**config.mk**
```make
export PLATFORM = sky130hd
export DESIGN_NAME = seq_chunk_adder_flat
export DESIGN_NICKNAME = d
export VERILOG_FILES = /design/src/rtl/seq_adder_pkg.sv /design/src/rtl/seq_chunk_adder_if.sv /design/src/rtl/ripple_adder_n.sv /design/src/rtl/seq_chunk_adder.sv /design/src/flat_wrapper.sv
export SDC_FILE = /design/constraint.sdc
export NUM_CORES = 1
export LEC_CHECK = 0
export CAP_MARGIN = 10
export CORE_MARGIN = 1
export CORE_UTILIZATION = 56
export DETAILED_ROUTE_END_ITERATION = 10
export PLACE_DENSITY = 0.81
export SYNTH_ARGS = -nofsm -noshare
export SYNTH_HDL_FRONTEND = slang
export SYNTH_SLANG_ARGS = --single-unit
```
**constraint.sdc**
```tcl
create_clock -name i_clk -period 5.1 [get_ports i_clk]
set_input_delay 0.51 -clock i_clk [delete_from_list [all_inputs] [get_ports i_clk]]
set_output_delay 0.51 -clock i_clk [all_outputs]
set_load 0.005 [all_outputs]
```
**src/rtl/seq_adder_pkg.sv**
```systemverilog
// Shared types and sizing helpers for the chunked sequential adder.
package seq_adder_pkg;

  typedef enum logic {
    ST_IDLE,
    ST_RUN
  } state_e;

  function automatic int num_chunks(input int width, input int chunk);
    return width / chunk;
  endfunction

  // At least one index bit so a single-chunk build still has a legal vector.
  function automatic int idx_width(input int n);
    return (n > 1) ? $clog2(n) : 1;
  endfunction

endpackage

```
**src/rtl/seq_chunk_adder_if.sv**
```systemverilog
// Start/busy/done handshake and operand/result bus of seq_chunk_adder.
// SEQ_CHUNK_ADDER_SUB_EN adds the i_sub request bit.
interface seq_chunk_adder_if #(
  parameter int WIDTH = 16
);
  logic             i_start;
  logic [WIDTH-1:0] i_a;
  logic [WIDTH-1:0] i_b;
  logic             i_carry_in;
`ifdef SEQ_CHUNK_ADDER_SUB_EN
  logic             i_sub;
`endif
  logic             o_busy;
  logic             o_done;
  logic [WIDTH-1:0] o_sum;
  logic             o_carry;
  logic             o_overflow;

  modport master (
`ifdef SEQ_CHUNK_ADDER_SUB_EN
    output i_sub,
`endif
    output i_start, i_a, i_b, i_carry_in,
    input  o_busy, o_done, o_sum, o_carry, o_overflow
  );

  modport slave (
`ifdef SEQ_CHUNK_ADDER_SUB_EN
    input  i_sub,
`endif
    input  i_start, i_a, i_b, i_carry_in,
    output o_busy, o_done, o_sum, o_carry, o_overflow
  );
endinterface

```
**src/rtl/ripple_adder_n.sv**
```systemverilog
// Combinational N-bit ripple-carry adder; also exposes the carry into the MSB.
module ripple_adder_n #(
  parameter int N = 4
) (
  input  logic [N-1:0] i_a,
  input  logic [N-1:0] i_b,
  input  logic         i_c,
  output logic [N-1:0] o_sum,
  output logic         o_carry,
  output logic         o_carry_msb_in
);
  logic [N:0] c;

  always_comb begin
    c     = '0;
    o_sum = '0;
    c[0]  = i_c;
    for (int unsigned i = 0; i < N; i++) begin
      o_sum[i]  = i_a[i] ^ i_b[i] ^ c[i];
      c[i+1]    = (i_a[i] & i_b[i]) | (c[i] & (i_a[i] ^ i_b[i]));
    end
  end

  assign o_carry        = c[N];
  assign o_carry_msb_in = c[N-1];
endmodule

```
**src/rtl/seq_chunk_adder.sv**
```systemverilog
// Multi-cycle WIDTH-bit adder, CHUNK bits per clock with a registered carry.
// Define SEQ_CHUNK_ADDER_SUB_EN to enable subtraction via bus.i_sub.
module seq_chunk_adder
  import seq_adder_pkg::*;
#(
  parameter int WIDTH = 16,
  parameter int CHUNK = 4
) (
  input  logic             i_clk,
  input  logic             i_reset,
  seq_chunk_adder_if.slave bus
);
  localparam int NUM_CHUNKS = num_chunks(WIDTH, CHUNK);
  localparam int IDX_W      = idx_width(NUM_CHUNKS);
  localparam logic [IDX_W-1:0] LAST_IDX = IDX_W'(NUM_CHUNKS - 1);

  state_e           state_q, state_d;
  logic [IDX_W-1:0] idx_q, idx_d;
  logic [WIDTH-1:0] a_q, a_d, b_q, b_d, psum_q, psum_d, sum_q, sum_d;
  logic             c_q, c_d, carry_q, carry_d, ovf_q, ovf_d, done_q, done_d;

  logic [CHUNK-1:0] chunk_a, chunk_b, chunk_sum;
  logic             chunk_cout, chunk_msb_in;

  always_comb begin
    chunk_a = a_q[int'(idx_q)*CHUNK +: CHUNK];
    chunk_b = b_q[int'(idx_q)*CHUNK +: CHUNK];
  end

  ripple_adder_n #(.N(CHUNK)) u_chunk (
    .i_a            (chunk_a),
    .i_b            (chunk_b),
    .i_c            (c_q),
    .o_sum          (chunk_sum),
    .o_carry        (chunk_cout),
    .o_carry_msb_in (chunk_msb_in)
  );

  always_comb begin
    state_d = state_q;
    idx_d   = idx_q;
    a_d     = a_q;
    b_d     = b_q;
    c_d     = c_q;
    psum_d  = psum_q;
    sum_d   = sum_q;
    carry_d = carry_q;
    ovf_d   = ovf_q;
    done_d  = 1'b0;
    case (state_q)
      ST_IDLE: begin
        if (bus.i_start) begin
          a_d = bus.i_a;
`ifdef SEQ_CHUNK_ADDER_SUB_EN
          // A + ~B + cin == A - B - !cin
          b_d = bus.i_sub ? ~bus.i_b : bus.i_b;
`else
          b_d = bus.i_b;
`endif
          c_d     = bus.i_carry_in;
          psum_d  = '0;
          idx_d   = '0;
          state_d = ST_RUN;
        end
      end
      ST_RUN: begin
        psum_d[int'(idx_q)*CHUNK +: CHUNK] = chunk_sum;
        c_d   = chunk_cout;
        idx_d = idx_q + 1'b1;
        if (idx_q == LAST_IDX) begin
          sum_d   = psum_d;
          carry_d = chunk_cout;
          ovf_d   = chunk_cout ^ chunk_msb_in;
          done_d  = 1'b1;
          state_d = ST_IDLE;
        end
      end
      default: state_d = ST_IDLE;
    endcase
  end

  always_ff @(posedge i_clk or posedge i_reset) begin
    if (i_reset) begin
      state_q <= ST_IDLE;
      idx_q   <= '0;
      a_q     <= '0;
      b_q     <= '0;
      c_q     <= 1'b0;
      psum_q  <= '0;
      sum_q   <= '0;
      carry_q <= 1'b0;
      ovf_q   <= 1'b0;
      done_q  <= 1'b0;
    end else begin
      state_q <= state_d;
      idx_q   <= idx_d;
      a_q     <= a_d;
      b_q     <= b_d;
      c_q     <= c_d;
      psum_q  <= psum_d;
      sum_q   <= sum_d;
      carry_q <= carry_d;
      ovf_q   <= ovf_d;
      done_q  <= done_d;
    end
  end

  assign bus.o_busy     = (state_q == ST_RUN);
  assign bus.o_done     = done_q;
  assign bus.o_sum      = sum_q;
  assign bus.o_carry    = carry_q;
  assign bus.o_overflow = ovf_q;
endmodule

```
**src/flat_wrapper.sv**
```systemverilog
// flat-port wrapper written by rule: the top's interface ports become plain ports
module seq_chunk_adder_flat import seq_adder_pkg::*;
#(
  parameter int WIDTH = 16,
  parameter int CHUNK = 4
)
  (i_clk, i_reset, bus_i_start, bus_i_a, bus_i_b, bus_i_carry_in, bus_o_busy, bus_o_done, bus_o_sum, bus_o_carry, bus_o_overflow);
  seq_chunk_adder_if #(.WIDTH(WIDTH)) bus_i ();
  input  logic i_clk;
  input  logic i_reset;
  input wire logic [$bits(bus_i.i_start)-1:0] bus_i_start;
  input wire logic [$bits(bus_i.i_a)-1:0] bus_i_a;
  input wire logic [$bits(bus_i.i_b)-1:0] bus_i_b;
  input wire logic [$bits(bus_i.i_carry_in)-1:0] bus_i_carry_in;
  output wire logic [$bits(bus_i.o_busy)-1:0] bus_o_busy;
  output wire logic [$bits(bus_i.o_done)-1:0] bus_o_done;
  output wire logic [$bits(bus_i.o_sum)-1:0] bus_o_sum;
  output wire logic [$bits(bus_i.o_carry)-1:0] bus_o_carry;
  output wire logic [$bits(bus_i.o_overflow)-1:0] bus_o_overflow;
  assign bus_i.i_start = bus_i_start;
  assign bus_i.i_a = bus_i_a;
  assign bus_i.i_b = bus_i_b;
  assign bus_i.i_carry_in = bus_i_carry_in;
  assign bus_o_busy = bus_i.o_busy;
  assign bus_o_done = bus_i.o_done;
  assign bus_o_sum = bus_i.o_sum;
  assign bus_o_carry = bus_i.o_carry;
  assign bus_o_overflow = bus_i.o_overflow;
  seq_chunk_adder #(.WIDTH(WIDTH), .CHUNK(CHUNK)) u_core (.i_clk(i_clk), .i_reset(i_reset), .bus(bus_i));
endmodule
```
==> impl_metrics.json <==
{
  "die_x_um": 77.3,
  "area_growth_pct": 25.2,
  "synth_nets": 357,
  "final_core_utilization": 0.726,
  "num_io_pins": 56,
  "grt.met2_usage": 0.409,
  "synth_top_family_by_area": "simple AND/OR/NAND/NOR gates",
  "grt_pass1_wl_um": 11300,
  "gr-total-overflow": 0,
  "post_cts_buffers": 0,
  "grt.busiest_layer": "met2",
  "fin_nets": 406,
  "synthMuxAreaShare": 0.0734,
  "synthArstFlopShare": 1.00,
  "cts_made_buffers": 9,
  "power_density_nw_per_um2": 707,
  "grt_use_met1": 0.299,
  "n_antenna_cell": 0,
  "first_global_vias": 2479,
  "timing.final.crit_share": 0.683,
  "holdBufCountCts": 0,
  "cts_tree": "built",
  "cellLeakagePower_nw": 1.91,
  "ant_nets": 0,
  "place.gp.congestion": 0.790,
  "critPathSlowestCell": "dfrtp_1",
  "wirelength_um": 6490,
  "dp_hpwl_um": 4260,
  "grt.total_usage": 0.249,
  "cp-end-kind": "flip-flop",
  "setup_violations": 0,
  "clock-sinks": 67,
  "ys_seq_area_frac": 0.529,
  "start_kind": "flip-flop",
  "arrival_ns": 3.71,
  "first_pass_iters": 4,
  "synth_common_cells": "nand2_1 (110), dfrtp_1 (67), inv_1 (18), nor2_1 (18)",
  "fmax_ghz": 0.287,
  "chipHeight_um": 77.3,
  "syn_avg_cell_area_um2": 10.2,
  "synth-main-ff-cell": "dfrtp_1",
  "worst_pin_slew_ns": 0.806,
  "ir_drop_mv": 0.411,
  "layout-drive-gt1-share": 0.0820,
  "wl_per_cell_um": 14.8,
  "synthCells": 312,
  "coreArea_um2": 5470,
  "synthTopCellsByArea": "dfrtp_1 (53%), nand2_1 (13%), mux4_1 (5.0%)",
  "io_buffer_count": 55,
  "maxSlewHeadroom": 0.462,
  "ys_warn_count": 0,
  "dieArea_um2": 5970,
  "critical_path.max_stage_delay_ns": 0.80,
  "grt_max_degree": 68,
  "hold_class": "reg2reg",
  "drt_iter0_drc": 220,
  "insertion_delay_ns": 0.35,
  "yosysUniqueCellTypes": 37,
  "synth-simple-area-share": 0.202,
  "crit_chain": "mux4_2 -> inv_1 -> fa_1 -> inv_1 -> fa_1 -> inv_1 -> fa_1 -> inv_1 -> fa_1 -> a221oi_1 -> nor2_1",
  "start_util": 0.580,
  "maxCapViolCount": 0,
  "synth_top_cell_by_area": "dfrtp_1",
  "fin_tns_setup_ns": 0,
  "vias": 2364,
  "post_cts_resized": 0,
  "clockRootBuffer": "clkbuf_8",
  "status": "finished clean",
  "synth-edff-count": 0,
  "routed_via_density": 5.40,
  "fp-row-count": 27,
  "synth-xor-area-share": 0.00276,
  "drc": 0,
  "critical_path.max_fanout": 18,
  "yosysTopAreaCellShare": 0.529,
  "slew_violations": 0,
  "report.final.hold_viol_count": 0,
  "grt_setup_unrepaired": "false",
  "synth_compound_area_frac": 0.0848,
  "clk_pin_slew_ns": 0.07,
  "fin_skew_ns": 0.00645,
  "antenna_found_initial": 0,
  "synth_most_common_cell": "nand2_1",
  "critPathRequiredTime_ns": 5.33,
  "path_class": "reg2reg",
  "use_met3": 0.0702,
  "fill_cells": 430,
  "clk_path_buf_depth": 2,
  "synth-adder-area-share": 0.0450,
  "final.min_clock_period_ns": 3.48,
  "synth-seq-cells": 67,
  "synthesis.area_um2": 3170,
  "htreeDepth": 3
}
-- routing by layer --
metal  up-vias  routed length, um  share of wire
met4         0                113          0.017
met3        12                287          0.044
met1      1149               2680           0.41
li1       1138                  -              -
met5         -                  0              0
met2        65               3410           0.53
-- per-stage QoR --
stage               hold WS (ns)  cells  total power [mW]  setup slack (ns)  cell area [um2]
floorplan                  0.437    312              1.80              2.00             3170
global placement           0.451    421              2.18              1.74             3700
detailed placement         0.457    421              2.23              1.64             3700
CTS                        0.474    437              2.82              1.60             3960
global route               0.487    438              2.99              1.42             3970
finish                     0.473    438              2.81              1.62             3970
-- layout by cell type (no fill, tap or decap), types with 6 or more instances in the layout --
master	instances
nand2_1	110
dfrtp_1	67
clkdlybuf4s50_1	55
nor2_1	18
inv_1	17
clkbuf_8	12
o21ai_0	10
a221oi_1	7
a22o_1	6
mux4_1	6
-- worst paths after layout --
path / endpoint / start / cells after the start / slack, ns
max in group asynchronous: u_core.psum_q[8] / i_reset / 3 / 3.85
setup / recovery: u_core.bus.o_sum[11] / u_core.idx_q[0] / 11 / 1.62
hold / removal: u_core.b_q[1] / u_core.b_q[1] / 2 / 0.47
hold reg to reg: u_core.b_q[1] / u_core.b_q[1] / 2 / 0.47
setup reg to reg: u_core.bus.o_sum[11] / u_core.idx_q[0] / 11 / 1.62
min in group asynchronous: u_core.a_q[10] / i_reset / 3 / 0.71
-- final cells by class --
class | count | area, um2 | area share
clock buffer | 12 | 165 | 0.0416
clock inverter | 4 | 95.1 | 0.0239
inverter | 19 | 71.3 | 0.0180
multi-input combinational | 206 | 1300 | 0.327
sequential | 67 | 1680 | 0.422
tap | 72 | 90.1 | 0.0227
timing repair buffer | 58 | 577 | 0.145
-- report_power, final --
group	leakage [nW]	switching [mW]	internal, mW	total (mW)
Clock	0.133	0.203	0.364	0.568
Sequential	0.846	0.187	0.780	0.967
Combinational	0.927	0.709	0.564	1.27
-- worst max-delay path: cells and delay by family, from the launching register on --
family,cells,cell delay [ns]
muxes,1,0.58
AOI/OAI and AO/OA,1,0.33
DFF,1,0.80
and+or+nand+nor,1,0.08
buffers and inverters,4,0.28
adders and majority gates,4,1.29
-- state kept, by name, summed over array words and instances (netlist names) --
| name | flops |
|---|---|
| u_core.a_q | 16 |
| u_core.bus.o_sum | 16 |
| u_core.psum_q | 12 |
| u_core.bus.o_done | 1 |
| u_core.bus.o_overflow | 1 |
| u_core.bus.o_busy | 1 |
| u_core.b_q | 16 |
| u_core.bus.o_carry | 1 |
| u_core.idx_q | 2 |
| u_core.c_q | 1 |
-- cells by family (layout without fill, tap and decap cells) --
kind of cell,count (synthesis),in the layout
mux,11,11
simple gates,150,150
compound gates,35,35
fa+ha+maj,9,9
buf+inv,39,93
xor+xnor,1,1
flops,67,67
(Power assumes the default switching activity.)
